--- src/rtl/packet_serializer.sv ---
// packet_serializer
// Takes a parallel payload and sends it one bit per symbol period to the BPSK
// modulator. An alternating 1/0 preamble goes out first so the far-end
// demodulator can lock. Then the payload follows, MSB first. A one-cycle done
// pulse follows the last payload symbol so the source can supply the next packet.
//
// Ports:
//   clk        system clock, rising edge
//   rst        asynchronous active-high reset
//   packet     payload, sampled only when load is accepted
//   load       start request, accepted when load=1 and ready=1 (abort low)
//   abort      synchronous cancel of the packet in flight
//   ready      idle and able to accept load
//   tx_bit     current symbol bit
//   tx_strobe  one-cycle pulse in the first cycle of each symbol
//   tx_active  preamble or payload symbols are being emitted
//   done       one-cycle pulse after the last payload symbol completes
//
// All outputs come straight from flops.
module packet_serializer #(
   parameter int PACKET_SIZE   = 8,
   parameter int SYMBOL_CYCLES = 16,
   parameter int PREAMBLE_BITS = 8
) (
   input  logic                   clk,
   input  logic                   rst,
   input  logic [PACKET_SIZE-1:0] packet,
   input  logic                   load,
   input  logic                   abort,
   output logic                   ready,
   output logic                   tx_bit,
   output logic                   tx_strobe,
   output logic                   tx_active,
   output logic                   done
);

   // Timer counts 0..SYMBOL_CYCLES-1. The symbol counter counts 0..CNT_MAX-1
   // within whichever phase is running.
   localparam int TW      = (SYMBOL_CYCLES > 1) ? $clog2(SYMBOL_CYCLES) : 1;
   localparam int CNT_MAX = (PREAMBLE_BITS > PACKET_SIZE) ? PREAMBLE_BITS : PACKET_SIZE;
   localparam int CW      = (CNT_MAX > 1) ? $clog2(CNT_MAX) : 1;

   localparam logic [TW-1:0] TIMER_LAST = TW'(SYMBOL_CYCLES - 1);
   localparam logic [TW-1:0] TIMER_ONE  = TW'(1);
   localparam logic [CW-1:0] CNT_ONE    = CW'(1);
   localparam logic [CW-1:0] PRE_LAST   = CW'((PREAMBLE_BITS > 0) ? PREAMBLE_BITS - 1 : 0);
   localparam logic [CW-1:0] PAY_LAST   = CW'(PACKET_SIZE - 1);

   typedef enum logic [1:0] {
      IDLE     = 2'd0,
      PREAMBLE = 2'd1,
      PAYLOAD  = 2'd2
   } state_t;

   state_t                 state_q, state_d;
   logic [PACKET_SIZE-1:0] shift_q, shift_d;
   logic [TW-1:0]          timer_q, timer_d;
   logic [CW-1:0]          bit_cnt_q, bit_cnt_d;
   logic                   tx_bit_q, tx_bit_d;
   logic                   tx_strobe_q, tx_strobe_d;
   logic                   tx_active_q, tx_active_d;
   logic                   done_q, done_d;
   logic                   ready_q, ready_d;

   always_ff @(posedge clk or posedge rst) begin
      if (rst) begin
         state_q     <= IDLE;
         shift_q     <= '0;
         timer_q     <= '0;
         bit_cnt_q   <= '0;
         tx_bit_q    <= 1'b0;
         tx_strobe_q <= 1'b0;
         tx_active_q <= 1'b0;
         done_q      <= 1'b0;
         ready_q     <= 1'b1;
      end else begin
         state_q     <= state_d;
         shift_q     <= shift_d;
         timer_q     <= timer_d;
         bit_cnt_q   <= bit_cnt_d;
         tx_bit_q    <= tx_bit_d;
         tx_strobe_q <= tx_strobe_d;
         tx_active_q <= tx_active_d;
         done_q      <= done_d;
         ready_q     <= ready_d;
      end
   end

   always_comb begin
      state_d     = state_q;
      shift_d     = shift_q;
      timer_d     = timer_q;
      bit_cnt_d   = bit_cnt_q;
      tx_bit_d    = tx_bit_q;
      tx_strobe_d = 1'b0;
      tx_active_d = tx_active_q;
      done_d      = 1'b0;
      ready_d     = ready_q;

      case (state_q)
         IDLE: begin
            if (load && !abort) begin
               timer_d     = '0;
               bit_cnt_d   = '0;
               tx_strobe_d = 1'b1;
               tx_active_d = 1'b1;
               ready_d     = 1'b0;
               if (PREAMBLE_BITS > 0) begin
                  state_d  = PREAMBLE;
                  shift_d  = packet;
                  tx_bit_d = 1'b1;
               end else begin
                  // No preamble: the first payload bit goes out right away.
                  state_d  = PAYLOAD;
                  tx_bit_d = packet[PACKET_SIZE-1];
                  shift_d  = packet << 1;
               end
            end
         end

         PREAMBLE: begin
            if (timer_q == TIMER_LAST) begin
               timer_d     = '0;
               tx_strobe_d = 1'b1;
               if (bit_cnt_q == PRE_LAST) begin
                  state_d   = PAYLOAD;
                  bit_cnt_d = '0;
                  tx_bit_d  = shift_q[PACKET_SIZE-1];
                  shift_d   = shift_q << 1;
               end else begin
                  bit_cnt_d = bit_cnt_q + CNT_ONE;
                  tx_bit_d  = ~tx_bit_q;
               end
            end else begin
               timer_d = timer_q + TIMER_ONE;
            end
         end

         PAYLOAD: begin
            if (timer_q == TIMER_LAST) begin
               timer_d = '0;
               if (bit_cnt_q == PAY_LAST) begin
                  state_d     = IDLE;
                  bit_cnt_d   = '0;
                  tx_bit_d    = 1'b0;
                  tx_active_d = 1'b0;
                  ready_d     = 1'b1;
                  done_d      = 1'b1;
               end else begin
                  tx_strobe_d = 1'b1;
                  bit_cnt_d   = bit_cnt_q + CNT_ONE;
                  tx_bit_d    = shift_q[PACKET_SIZE-1];
                  shift_d     = shift_q << 1;
               end
            end else begin
               timer_d = timer_q + TIMER_ONE;
            end
         end

         default: begin
            state_d     = IDLE;
            tx_bit_d    = 1'b0;
            tx_active_d = 1'b0;
            ready_d     = 1'b1;
         end
      endcase

      // An abort cancels the packet in flight and suppresses the done pulse.
      if (abort && state_q != IDLE) begin
         state_d     = IDLE;
         timer_d     = '0;
         bit_cnt_d   = '0;
         tx_bit_d    = 1'b0;
         tx_strobe_d = 1'b0;
         tx_active_d = 1'b0;
         done_d      = 1'b0;
         ready_d     = 1'b1;
      end
   end

   assign ready     = ready_q;
   assign tx_bit    = tx_bit_q;
   assign tx_strobe = tx_strobe_q;
   assign tx_active = tx_active_q;
   assign done      = done_q;

endmodule

--- config.mk ---
export PLATFORM = sky130hd
export DESIGN_NAME = packet_serializer
export DESIGN_NICKNAME = d
export VERILOG_FILES = /design/src/rtl/packet_serializer.sv
export SDC_FILE = /design/constraint.sdc
export NUM_CORES = 1
export LEC_CHECK = 0
export CAP_MARGIN = 20
export CORE_MARGIN = 5
export CORE_UTILIZATION = 58
export CTS_CLUSTER_DIAMETER = 50
export DETAILED_ROUTE_END_ITERATION = 10
export GPL_TIMING_DRIVEN = 0
export PLACE_DENSITY = 0.87
export SETUP_SLACK_MARGIN = 0.2
export SKIP_LAST_GASP = 1
export SYNTH_ARGS = -nofsm -noshare
export SYNTH_HDL_FRONTEND = slang
export SYNTH_SLANG_ARGS = --single-unit
--- constraint.sdc ---
create_clock -name clk -period 5.2 [get_ports clk]
set_clock_uncertainty 0.2 [all_clocks]
set_input_delay 1.04 -clock clk [delete_from_list [all_inputs] [get_ports clk]]
set_output_delay 1.04 -clock clk [all_outputs]
set_load 0.01 [all_outputs]
# [After elaboration in Yosys (flattened, before gate mapping)]
# Cells that the tools add are included.
[word_totals] input_bits=12 elab_cells=90 ff_bits=22 output_inout_bits=5
[op_classes] muxes=48 n_reduce_logical=14 bitwise_logic=1 n_eq_ne=16 n_addsub=2
[op_table] operator="$mux 8" count=5
[op_table] operator="$pmux 8 s3" count=1
[op_table] operator="$mux 1" count=22
[op_table] operator="$ne 3x3->1 const B" count=5
[op_table] operator="$mux 2" count=6
[op_table] operator="$mux 3" count=4
[op_table] operator="$mux 4" count=3
[op_table] operator="$ne 2x2->1 const B" count=6
[op_table] operator="$pmux 1 s3" count=4
[op_table] operator="$pmux 4 s2" count=1
[op_table] operator="$pmux 2 s3" count=1
[op_table] operator="$pmux 3 s2" count=1
[op_table] operator="$reduce_and 3->1" count=2
[op_table] operator="$reduce_and 6->1" count=1
[op_table] operator="$reduce_bool 3->1" count=2
[op_table] operator="$reduce_and 5->1" count=1
[op_table] operator="$add 4x1->4 const B" count=1
[op_table] operator="$eq 4x4->1 const B" count=1
[op_table] operator="$reduce_and 4->1" count=1
[op_table] operator="$add 3x1->3 const B" count=1
[op_table] operator="$eq 3x3->1 const B" count=1
[op_table] operator="$ne 3x1->1 const B" count=1
[op_table] operator="$eq 2x1->1 const B" count=1
[op_table] operator="$eq 2x2->1 const B" count=1
[op_table] operator="7 further kinds" count=8

# [Longest topological paths before layout]
# Gate-level depths: netlist of the first run.
[logic_depth] depth_word=5 mapped_depth=8 depth_no_buf=6

# [Worst setup path after synthesis of the first run]
# OpenSTA, ideal clock, no wires.
[synth_path] kind="input-to-reg" from="input abort" to="register shift_q[0]" path_stages=4 setup_time_ps=125 slack_ps=2948 required_time_ps=4875 path_buffers=0 t_arrival_ps=1927 path_cell_list="nand2b_1 -> nand2_1 -> nand3b_4 -> mux2_4"
[synth_via] elab_chain_len=4
[synth_rtl] item="start: declaration" line="29" text="input logic abort,"
[synth_rtl] item="$logic_not 1->1" line="102" text="if (load && !abort) begin"
[synth_rtl] item="$logic_and 1x1->1" line="102"
[synth_rtl] item="$ne 2x2->1 (no line)"
[synth_rtl] item="$reduce_and 6->1 (no line)"
[synth_rtl] item="end signal: assignment" line="78" text="shift_q <= shift_d;"
[synth_rtl] item="end: declaration" line="56" text="logic [PACKET_SIZE-1:0] shift_q, shift_d;"
# Every way passes these cells.
# A chain may end at the register's enable or synchronous reset.

# [Final worst setup path of the first run]
[layout_path] from="input abort" to="register shift_q[2]"
# The elaborated chain is that of the path after synthesis.

==> results of run 1 <==
==> layout by cell type, fill, tap and decap left out, types with 2 or more instances in the layout <==
cell type and count:
sky130_fd_sc_hd__clkbuf_4 3, sky130_fd_sc_hd__inv_1 6, sky130_fd_sc_hd__ha_1 7, sky130_fd_sc_hd__mux2_4 9, sky130_fd_sc_hd__nand4_1 4, sky130_fd_sc_hd__a21oi_1 2, sky130_fd_sc_hd__nand2b_1 2, sky130_fd_sc_hd__o21ai_0 4
sky130_fd_sc_hd__nand2_1 7, sky130_fd_sc_hd__nand3_1 4, sky130_fd_sc_hd__dfrtp_1 21, sky130_fd_sc_hd__buf_6 3, sky130_fd_sc_hd__clkdlybuf4s50_1 16, sky130_fd_sc_hd__nor2b_1 2, sky130_fd_sc_hd__a22o_1 3, sky130_fd_sc_hd__mux2_1 2
sky130_fd_sc_hd__nor3_1 4, sky130_fd_sc_hd__mux2_2 9
==> metal layers <==
metal / vias to the layer above / track usage [%] / wire length, µm
met4: 0 / 8.94 / 55
met5: - / 0 / 0
met1: 432 / 19.0 / 1050
met2: 21 / 27.6 / 1200
met3: 5 / 2.71 / 98
li1: 437 / - / -
==> area by class of cell <==
class                   count  area [µm²]
repair buffers             16         160
clock buffers               4        36.3
well taps                  28        35.0
fillers                   169         646
inverters                   6        22.5
flip-flops and latches     22         552
plain buffers               5        42.5
multi-input cells          76         697
==> synthesized netlist by cell type, drive strengths merged, types with 2 or more instances <==
master	instances	share of area, %
dfrtp	21	40
nand2b	4	2.7
a21oi	2	0.76
mux2	20	20
nand4	4	1.9
nor2b	2	0.95
nor3	4	1.5
buf	4	3.0
a22o	3	2.0
nor3b	2	1.5
o21ai	5	2.2
ha	7	6.7
nand3	5	2.3
nand2	7	2.0
inv	6	1.7
==> final timing paths <==
| kind | startpoint | to | slack (ns) | depth (start not counted) |
|---|---|---|---|---|
| min in group asynchronous | rst | bit_cnt_q[1]$_DFFE_PP0P_ | 0.98 | 2 |
| worst max register to register | state_q[0]$_DFFE_PP0P_ | shift_q[2]$_DFFE_PP0P_ | 2.89 | 6 |
| worst max-delay path | abort | shift_q[2]$_DFFE_PP0P_ | 2.55 | 5 |
| worst min register to register | tx_active$_DFFE_PP0P_ | tx_active$_DFFE_PP0P_ | 0.31 | 1 |
| max in group asynchronous | rst | shift_q[2]$_DFFE_PP0P_ | 3.32 | 2 |
| worst min-delay path | tx_active$_DFFE_PP0P_ | tx_active$_DFFE_PP0P_ | 0.31 | 1 |
==> power by group <==
| group | internal (µW) | total, µW | switching [µW] | leakage [µW] |
|---|---|---|---|---|
| Clock | 42.8 | 94.5 | 51.7 | 0.0000210 |
| Combinational | 285 | 522 | 237 | 0.000400 |
| Sequential | 237 | 275 | 38.0 | 0.000280 |
| Total | 565 | 891 | 326 | 0.000701 |
==> state kept, by name (all words and copies together), names as in the netlist <==
| register | count |
|---|---|
| tx_strobe | 1 |
| tx_bit | 1 |
| state_q | 2 |
| bit_cnt_q | 3 |
| ready | 1 |
| tx_active | 1 |
| shift_q | 8 |
| timer_q | 4 |
| done | 1 |
==> through the flow <==
| step | cell area [µm²] | hold slack, ns |
|---|---|---|
| after floorplan | 1310 | 0.276 |
| after global placement | 1510 | 0.274 |
| after detailed placement | 1510 | 0.289 |
| after CTS | 1550 | 0.318 |
| after global routing | 1550 | 0.334 |
| final | 1550 | 0.309 |
==> logic make-up after synthesis <==
group | Yosys count | synth area share [%]
muxes | 21 | 20.5
DFF | 22 | 42.0
buffers and inverters | 11 | 4.95
and+or+nand+nor | 32 | 15.6
adders and majority gates | 7 | 6.67
AOI/OAI and AO/OA | 16 | 10.3
==> impl_summary.log, run 1 <==
INFO  metric run_status = finished clean
INFO  metric synth.distinct_cells = 36
INFO  metric routed_wl = 2410 µm
INFO  metric worst_skew_pair.late_latency = 0.31 ns
INFO  metric grt_pass1_wl = around 4100 µm
INFO  metric drt_first_iter_violations = 28
INFO  metric post-cts-setup-buffers = 0
INFO  metric finalHoldViolCount = 0
INFO  metric place_hpwl = 1840 µm
INFO  metric routabilityCongestion = 0.731
INFO  metric powerDensity = approximately 580 nW/µm²
INFO  metric pre_cts_slack = 2.21 ns
INFO  metric slew_violations = 0
INFO  metric final-instance-count-excl-fill = 157
INFO  metric period_needed = 2.65 ns
INFO  metric antenna_cells_inserted = 0
INFO  metric crit_buf_inv = 1
INFO  metric setup_violations = 0
INFO  metric floorplan.initialDensity = 60.0%
INFO  metric num_io_pins = 17
INFO  metric grt_overflow = 0
INFO  metric path_delay_family = simple AND/OR/NAND/NOR gates
INFO  metric max-slew-margin-rel = 45.1%
INFO  metric synthArstFlopShare = 100%
INFO  metric synth_area = between 1000 and 1500 µm²
INFO  metric dieArea = about 3300 µm²
INFO  metric setup.worst_path.end_class = register
INFO  metric cts-htree-levels = 1
INFO  metric core_area = roughly 2200 µm²
INFO  metric count_of_flip_flops_with_a_built_in_enable_after_synthesis = 0
INFO  metric clock_tree.root_cell = sky130_fd_sc_hd__clkbuf_4
INFO  metric gr-usage-all-layers = around 16%
INFO  metric remaining_drc_errors = 0
INFO  metric timing.final.ws_setup = around 2.6 ns
INFO  metric vias_per_cell = between 5 and 6
INFO  metric cts_tree = done
INFO  metric worst-path-max-fanout = 8
INFO  metric number_of_search_and_repair_iterations_in_the_first_detailed_routing_pass = 5
INFO  metric detailroute.via_count = 895
INFO  metric syn_inst = 109
INFO  metric cpMaxStageDelayCell = sky130_fd_sc_hd__clkdlybuf4s50_1
INFO  metric placed_cells = about 150
INFO  metric pin_slew_with_the_least_headroom_to_its_limit = between 0.8 and 0.9 ns
INFO  metric cp_class = in -> reg
INFO  metric ys_seq_elements = 22
INFO  metric post_cts_resized = 0
INFO  metric die-height = 57.6 µm
INFO  metric grt_start_max_net_pins = 23
INFO  metric timing.critical_path.cells = clkdlybuf4s50_1 > nand2b_1 > nand2_1 > nand3b_4 > mux2_4
INFO  metric syn_avg_cell_area = around 12 µm²
INFO  metric clk_transition_reported_paths = approximately 0.12 ns
INFO  metric rsz0062_at_grt = no
INFO  metric final_layout_size_suffix_gt1_share = between 20% and 30%
INFO  metric leakage = 0.000701 µW
INFO  metric synth_sequential_area_ratio = 42.0%
INFO  metric fin_setup_tns = 0 ns
INFO  metric cts-buffers-inserted = 3
INFO  metric die_x = roughly 58 µm
INFO  metric report.power.total = 891 µW
INFO  metric cp_data_required_time = approximately 5.2 ns
INFO  metric post_cts_hold_fix_bufs = 0
INFO  metric vdd_drop_max = 0.378 mV
INFO  metric synth_top_flop_cell = sky130_fd_sc_hd__dfrtp_1
INFO  metric achievable-frequency = 378 MHz
INFO  metric syn_to_final_growth = 17.6%
INFO  metric final.period_utilization = 50.9%
INFO  metric worstHoldPathType = reg -> reg
INFO  metric wl_per_cell = 15.4 µm
INFO  metric nNetsFinal = 149
INFO  metric number_of_global_route_vias_before_repair = 915
INFO  metric critical_path_arrival = ~2.7 ns
INFO  metric maxCapViolCount = 0
INFO  metric clockBufferDepth = 2
INFO  metric postSynthNetCount = approximately 130
INFO  metric setup.worst_path.start_class = input port
INFO  metric yosysWarningCount = 0
INFO  metric clk_sink_count = 22
INFO  metric post_detailed_route_count_of_antenna_violating_nets = 0
INFO  metric postLayoutCoreUtil = between 70% and 80%
INFO  metric critical-path-max-stage-delay = 0.55 ns
INFO  metric portBuffers = 16
INFO  metric row_count = 17
INFO  metric grt_antenna_before_repair = 0
No activity file was read; power rests on OpenSTA's default activity.
==> run 2: changes to the inputs <==
CORE_UTILIZATION = 54   (was 58)
PLACE_DENSITY = 0.82   (was 0.87)
clock period = 2.6 ns   (was 5.2 ns; I/O delays follow)
==> run 2 against run 1 <==
Sequential share of layout area rose by 0.23 points. Wire length rose by 2.2%. Sequential cell count did not move. Largest cell class unchanged. Sequential power rose by 100%. First-iteration DRC count fell by 64%.
==> impl_summary.log, run 2 (synthesis results as in run 1) <==
INFO  metric run_status = finished clean
INFO  metric cts_tree = done
INFO  metric largest_registers = shift_q x8, timer_q x4, bit_cnt_q x3
INFO  metric grt_pass1_wl = 4150 µm (+1.5%)
INFO  metric grt_overflow = 0 (unchanged)
INFO  metric layout.cells.most_common_list = sky130_fd_sc_hd__dfrtp_1 (21), sky130_fd_sc_hd__clkdlybuf4s50_1 (16), sky130_fd_sc_hd__mux2_2 (9), sky130_fd_sc_hd__mux2_4 (9)
INFO  metric drt_first_iter_violations = 10 (-64%)
INFO  metric nNetsFinal = 149 (unchanged)
INFO  metric final.period_utilization = 87.4%
INFO  metric detailroute.via_count = 887 (-0.89%)
INFO  metric final.fill_count = 180 (+6.5%)
INFO  metric holdWs = 0.308 ns (-0.000185 ns)
INFO  metric die_x = 59.3 µm (+3.0%)
INFO  metric timing.critical_path.cells = inv_1 > ha_1 > buf_2 > clkbuf_1 > mux2_2 > mux2_4
INFO  metric grt_antenna_before_repair = 0 (unchanged)
INFO  metric number_of_global_route_vias_before_repair = 904 (-1.2%)
INFO  metric antenna_cells_inserted = 0 (unchanged)
INFO  metric layout.cells.most_common = sky130_fd_sc_hd__dfrtp_1
INFO  metric dieArea = 3520 µm² (+6.1%)
INFO  metric worst_skew_pair.late_latency = 0.32 ns (about the same)
INFO  metric vias_per_cell = 5.65 (-0.89%)
INFO  metric max-slew-margin-rel = 45.5% (+0.47 points)
INFO  metric flip_flop_count_of_the_largest_register_all_copies_and_words_added = 8 (unchanged)
INFO  metric period_needed = 2.27 ns
INFO  metric wl_per_cell = 15.7 µm (+2.2%)
INFO  metric post_cts_hold_fix_bufs = 0 (unchanged)
INFO  metric largest-register = shift_q
INFO  metric setup.worst_path.end_class = register
INFO  metric maxCapViolCount = 0 (unchanged)
INFO  metric slew_violations = 0 (unchanged)
INFO  metric switching_power_summed_over_all_nets = 656 µW (+100%)
INFO  metric cpMaxStageDelayCell = sky130_fd_sc_hd__clkbuf_1
INFO  metric gr-usage-all-layers = 15.8% (-0.32 points)
INFO  metric post_detailed_route_count_of_antenna_violating_nets = 0 (unchanged)
INFO  metric worstHoldPathType = reg -> reg
INFO  metric row_count = 17 (unchanged)
INFO  metric cts-htree-levels = 1 (unchanged)
INFO  metric setup_violations = 0 (unchanged)
INFO  metric core_area = 2280 µm² (+3.9%)
INFO  metric vdd_drop_max = 0.690 mV (+82%)
INFO  metric fin_setup_tns = 0 ns (unchanged)
INFO  metric routabilityCongestion = 0.708 (-3.1%)
INFO  metric portBuffers = 16 (unchanged)
INFO  metric share_of_total_power_consumed_by_net_switching = 37.3% (+0.65 points)
INFO  metric p_comb_share = 59.0% (+0.5 points)
INFO  metric powerDensity = 1150 nW/µm² (+99%)
INFO  metric num_io_pins = 17 (unchanged)
INFO  metric leakage = 0.000695 µW (-0.86%)
INFO  metric critical-path-max-stage-delay = 0.40 ns (-0.15 ns)
INFO  metric internal_power_contribution = 1100 µW (+95%)
INFO  metric cp_class = reg -> reg
INFO  metric grt_start_max_net_pins = 23 (unchanged)
INFO  metric place_hpwl = 1870 µm (+1.3%)
INFO  metric cts-buffers-inserted = 3 (unchanged)
INFO  metric cp_data_required_time = 2.63 ns (-2.58 ns)
INFO  metric floorplan.initialDensity = 57.7% (-2.2 points)
INFO  metric syn_to_final_growth = 16.9%
INFO  metric number_of_search_and_repair_iterations_in_the_first_detailed_routing_pass = 4 (-1)
INFO  metric share_of_power_burned_in_registers = 31.3% (+0.4 points)
INFO  metric post-cts-setup-buffers = 0 (unchanged)
INFO  metric clk_transition_reported_paths = 0.13 ns (about the same)
INFO  metric clockPowerShare = 9.7% (-0.9 points)
INFO  metric clock_tree.root_cell = sky130_fd_sc_hd__clkbuf_4
INFO  metric finalHoldViolCount = 0 (unchanged)
INFO  metric achievable-frequency = 440 MHz
INFO  metric critical_path_arrival = 2.30 ns (-0.36 ns)
INFO  metric worst-path-max-fanout = 10 (+2)
INFO  metric clockBufferDepth = 2 (unchanged)
INFO  metric remaining_drc_errors = 0 (unchanged)
INFO  metric routed_wl = 2460 µm (+2.2%)
INFO  metric die-height = 59.3 µm (+3.0%)
INFO  metric pin_slew_with_the_least_headroom_to_its_limit = 0.816 ns (-0.00704 ns)
INFO  metric clk_sink_count = 22 (unchanged)
INFO  metric post_cts_resized = 0 (unchanged)
INFO  metric rsz0062_at_grt = no
INFO  metric setup.worst_path.start_class = register
INFO  metric final_layout_size_suffix_gt1_share = 27.1% (-0.78 points)
## run 2: worst max-delay path, delay by kind of cell, from the launching register on
kind	cells	cell delay, ns
adder cells (fa/ha/maj)	1	0.27
multiplexers	2	0.67
buffers and inverters	3	0.65
flip-flops	1	0.39
## run 2: final timing paths
kind                       slack, ns  cells past startpoint                    from                      to
setup / recovery                0.33                      6  state_q[0]$_DFFE_PP0P_  shift_q[2]$_DFFE_PP0P_
hold / removal                  0.31                      1   tx_active$_DFFE_PP0P_   tx_active$_DFFE_PP0P_
setup reg to reg                0.33                      6  state_q[0]$_DFFE_PP0P_  shift_q[2]$_DFFE_PP0P_
hold reg to reg                 0.31                      1   tx_active$_DFFE_PP0P_   tx_active$_DFFE_PP0P_
max in group asynchronous       1.24                      2                     rst   tx_active$_DFFE_PP0P_
min in group asynchronous       0.43                      2                     rst  timer_q[3]$_DFFE_PP0P_
## run 2: per-layer routing
metal,global-route usage (%),wire (µm)
met4,7.77,65
met2,26.5,1240
met3,2.61,75
met5,0,0
met1,19.4,1080
## run 2: final cells by class
class                   count  area, µm²  area share (%)
plain buffers               5       42.5            2.77
clock buffers               4       26.3            1.71
inverters                   6       22.5            1.47
multi-input cells          76        697            45.4
flip-flops and latches     22        552            35.9
well taps                  28       35.0            2.28
repair buffers             16        160            10.4
## run 2: power by group through the flow
stage | registers (µW) | clock network, µW | logic, µW
after floorplan | 550 | 0 | 824
after global placement | 549 | 0 | 1010
after detailed placement | 556 | 0 | 1050
after CTS | 550 | 174 | 1050
after global routing | 563 | 185 | 1150
final | 551 | 170 | 1040
## run 2: through the flow
step                      cells  area, µm²  util [%]  setup WS [ns]  power, µW
after CTS                   157       1540      67.5          0.303       1780
after global routing        157       1540      67.5          0.210       1890
after floorplan             109       1310         -          0.476       1370
after global placement      153       1510      66.3          0.173       1560
final                       157       1540      67.5          0.329       1760
after detailed placement    153       1510      66.3          0.138       1600
==> run 3: changes to the inputs <==
SLEW_MARGIN = 40   (was unset)
==> run 3 against run 2 <==
Clock-buffer cell count did not move. Via count did not move. Register-to-register slack barely moved. Combinational power barely moved. Sequential power barely moved. Core utilization did not move. Sequential cell count did not move. Setup slack did not move. Hold slack got worse by 0.0094 ns. Critical path depth did not move. Final cell count did not move. Critical path type unchanged. Largest cell class unchanged. Highest routed layer unchanged.
==> impl_summary.log, run 3 (synthesis results as in run 1) <==
INFO  metric run_status = finished clean
INFO  metric cts_tree = done
INFO  metric post_detailed_route_count_of_antenna_violating_nets = 0 (unchanged)
INFO  metric post_cts_hold_fix_bufs = 0 (unchanged)
INFO  metric antenna_cells_inserted = 0 (unchanged)
INFO  metric largest-register = shift_q
INFO  metric nNetsFinal = 149 (unchanged)
INFO  metric setup.worst_path.end_class = register
INFO  metric place_hpwl = 1870 µm (unchanged)
INFO  metric syn_to_final_growth = 16.9% (unchanged)
INFO  metric setup.worst_path.start_class = register
INFO  metric gr-usage-all-layers = 15.8% (unchanged)
INFO  metric final_layout_size_suffix_gt1_share = 27.9% (+0.78 points)
INFO  metric maxCapViolCount = 0 (unchanged)
INFO  metric achievable-frequency = 440 MHz (unchanged)
INFO  metric layout.cells.most_common_list = sky130_fd_sc_hd__dfrtp_1 (21), sky130_fd_sc_hd__clkdlybuf4s50_1 (16), sky130_fd_sc_hd__mux2_2 (9), sky130_fd_sc_hd__mux2_4 (9)
INFO  metric dieArea = 3520 µm² (unchanged)
INFO  metric clock_tree.root_cell = sky130_fd_sc_hd__clkbuf_4
INFO  metric timing.critical_path.cells = inv_1 > ha_1 > buf_2 > clkbuf_1 > mux2_2 > mux2_4
INFO  metric floorplan.initialDensity = 57.7% (unchanged)
INFO  metric die-height = 59.3 µm (unchanged)
INFO  metric rsz0062_at_grt = no
INFO  metric timing.critical_path.from = state_q[0]$_DFFE_PP0P_
INFO  metric final.period_utilization = 87.4% (unchanged)
INFO  metric critical-path-max-stage-delay = 0.40 ns (about the same)
INFO  metric portBuffers = 16 (unchanged)
INFO  metric cts-buffers-inserted = 3 (unchanged)
INFO  metric core_area = 2280 µm² (unchanged)
INFO  metric layout.cells.most_common = sky130_fd_sc_hd__dfrtp_1
INFO  metric leakage = 0.000693 µW (-0.16%)
INFO  metric grt_pass1_wl = 4150 µm (unchanged)
INFO  metric grt_start_max_net_pins = 23 (unchanged)
INFO  metric finalHoldViolCount = 0 (unchanged)
INFO  metric vdd_drop_max = 0.690 mV (about the same)
INFO  metric critical_path_arrival = 2.30 ns (about the same)
INFO  metric cpMaxStageDelayCell = sky130_fd_sc_hd__clkbuf_1
INFO  metric worst-path-max-fanout = 10 (unchanged)
INFO  metric worst-r2r-setup-slack = 0.33 ns (about the same)
INFO  metric max-slew-margin-rel = 68.8% (+23 points)
INFO  metric worst_skew_pair.late_latency = 0.32 ns (about the same)
INFO  metric flip_flop_count_of_the_largest_register_all_copies_and_words_added = 8 (unchanged)
INFO  metric die_x = 59.3 µm (unchanged)
INFO  metric post_cts_resized = 0 (unchanged)
INFO  metric row_count = 17 (unchanged)
INFO  metric slew_violations = 0 (unchanged)
INFO  metric setup_violations = 0 (unchanged)
INFO  metric clk_transition_reported_paths = 0.13 ns (about the same)
INFO  metric pin_slew_with_the_least_headroom_to_its_limit = 0.469 ns (-0.347 ns)
INFO  metric fin_setup_tns = 0 ns (unchanged)
INFO  metric worst_r2r_startpoint = state_q[0]$_DFFE_PP0P_
INFO  metric number_of_global_route_vias_before_repair = 904 (unchanged)
INFO  metric cp_class = reg -> reg
INFO  metric detailroute.via_count = 887 (unchanged)
INFO  metric clockBufferDepth = 2 (unchanged)
INFO  metric clk_sink_count = 22 (unchanged)
INFO  metric crit_buf_inv = 3 (unchanged)
INFO  metric grt_overflow = 0 (unchanged)
INFO  metric grt_antenna_before_repair = 0 (unchanged)
INFO  metric final-instance-count-excl-fill = 157 (unchanged)
INFO  metric period_needed = 2.27 ns (unchanged)
INFO  metric cp_data_required_time = 2.63 ns (about the same)
INFO  metric number_of_search_and_repair_iterations_in_the_first_detailed_routing_pass = 4 (unchanged)
INFO  metric routabilityCongestion = 0.708 (unchanged)
INFO  metric worstHoldPathType = in -> async
INFO  metric powerDensity = 1150 nW/µm² (about the same)
INFO  metric num_io_pins = 17 (unchanged)
INFO  metric cts-htree-levels = 1 (unchanged)
INFO  metric placed_cells = 153 (unchanged)
INFO  metric vias_per_cell = 5.65 (unchanged)
INFO  metric routed_wl = 2460 µm (unchanged)
INFO  metric worst-r2r-cell-count = 6 (unchanged)
INFO  metric final.fill_count = 180 (unchanged)
INFO  metric wl_per_cell = 15.7 µm (unchanged)
INFO  metric largest_registers = shift_q x8, timer_q x4, bit_cnt_q x3
INFO  metric crit_reg_reg_endpoint = shift_q[2]$_DFFE_PP0P_
INFO  metric path_delay_family = multiplexers
INFO  metric post-cts-setup-buffers = 0 (unchanged)
INFO  metric remaining_drc_errors = 0 (unchanged)
INFO  metric drt_first_iter_violations = 10 (unchanged)
-- run 3: how the worst max path moves through the flow --
stage / end / slack [ns] / depth (start not counted)
after floorplan: shift_q[0]$_DFFE_PP0P_ / 0.48 / 7
after global placement: shift_q[2]$_DFFE_PP0P_ / 0.17 / 5
after detailed placement: shift_q[0]$_DFFE_PP0P_ / 0.14 / 5
after CTS: shift_q[2]$_DFFE_PP0P_ / 0.30 / 6
after global routing: shift_q[2]$_DFFE_PP0P_ / 0.21 / 6
final: shift_q[2]$_DFFE_PP0P_ / 0.33 / 6
-- run 3: worst reg2reg max path, stage by stage (launching register included) --
cell and delay, ns:
sky130_fd_sc_hd__dfrtp_1 0.39, sky130_fd_sc_hd__inv_1 0.08, sky130_fd_sc_hd__ha_1 0.27, sky130_fd_sc_hd__buf_2 0.17, sky130_fd_sc_hd__clkbuf_1 0.40, sky130_fd_sc_hd__mux2_2 0.40
sky130_fd_sc_hd__mux2_4 0.27
-- run 3: layer usage --
layer / wire length, µm / track usage [%] / share of wire, % / vias to the layer above
met2: 1240 / 26.5 / 50 / 16
met1: 1080 / 19.4 / 44 / 433
met5: 0 / 0 / 0 / -
li1: - / - / - / 431
met4: 65 / 7.77 / 2.6 / 0
met3: 75 / 2.61 / 3.0 / 7
-- run 3: where the power goes --
| part | switching, µW | internal, µW |
|---|---|---|
| Clock | 110 | 60.1 |
| Sequential | 76.4 | 474 |
| Combinational | 469 | 569 |
-- run 3: layout make-up --
cell class | instances | area (µm²) | share of cell area, %
timing repair buffer | 16 | 160 | 10.4
multi-input combinational | 76 | 697 | 45.4
inverter | 6 | 22.5 | 1.47
tap | 28 | 35.0 | 2.28
buffer | 5 | 42.5 | 2.77
sequential | 22 | 552 | 35.9
clock buffer | 4 | 26.3 | 1.71
-- run 3: metrics by stage --
step / power, µW / setup WS [ns] / hold slack, ns / util, % / cell area, µm²
3_3_place_gp: 1560 / 0.173 / 0.274 / 66.3 / 1510
2_1_floorplan: 1370 / 0.476 / 0.276 / - / 1310
3_5_place_dp: 1600 / 0.138 / 0.290 / 66.3 / 1510
6_report: 1760 / 0.329 / 0.299 / 67.5 / 1540
4_1_cts: 1780 / 0.303 / 0.319 / 67.5 / 1540
5_1_grt: 1890 / 0.210 / 0.329 / 67.5 / 1540
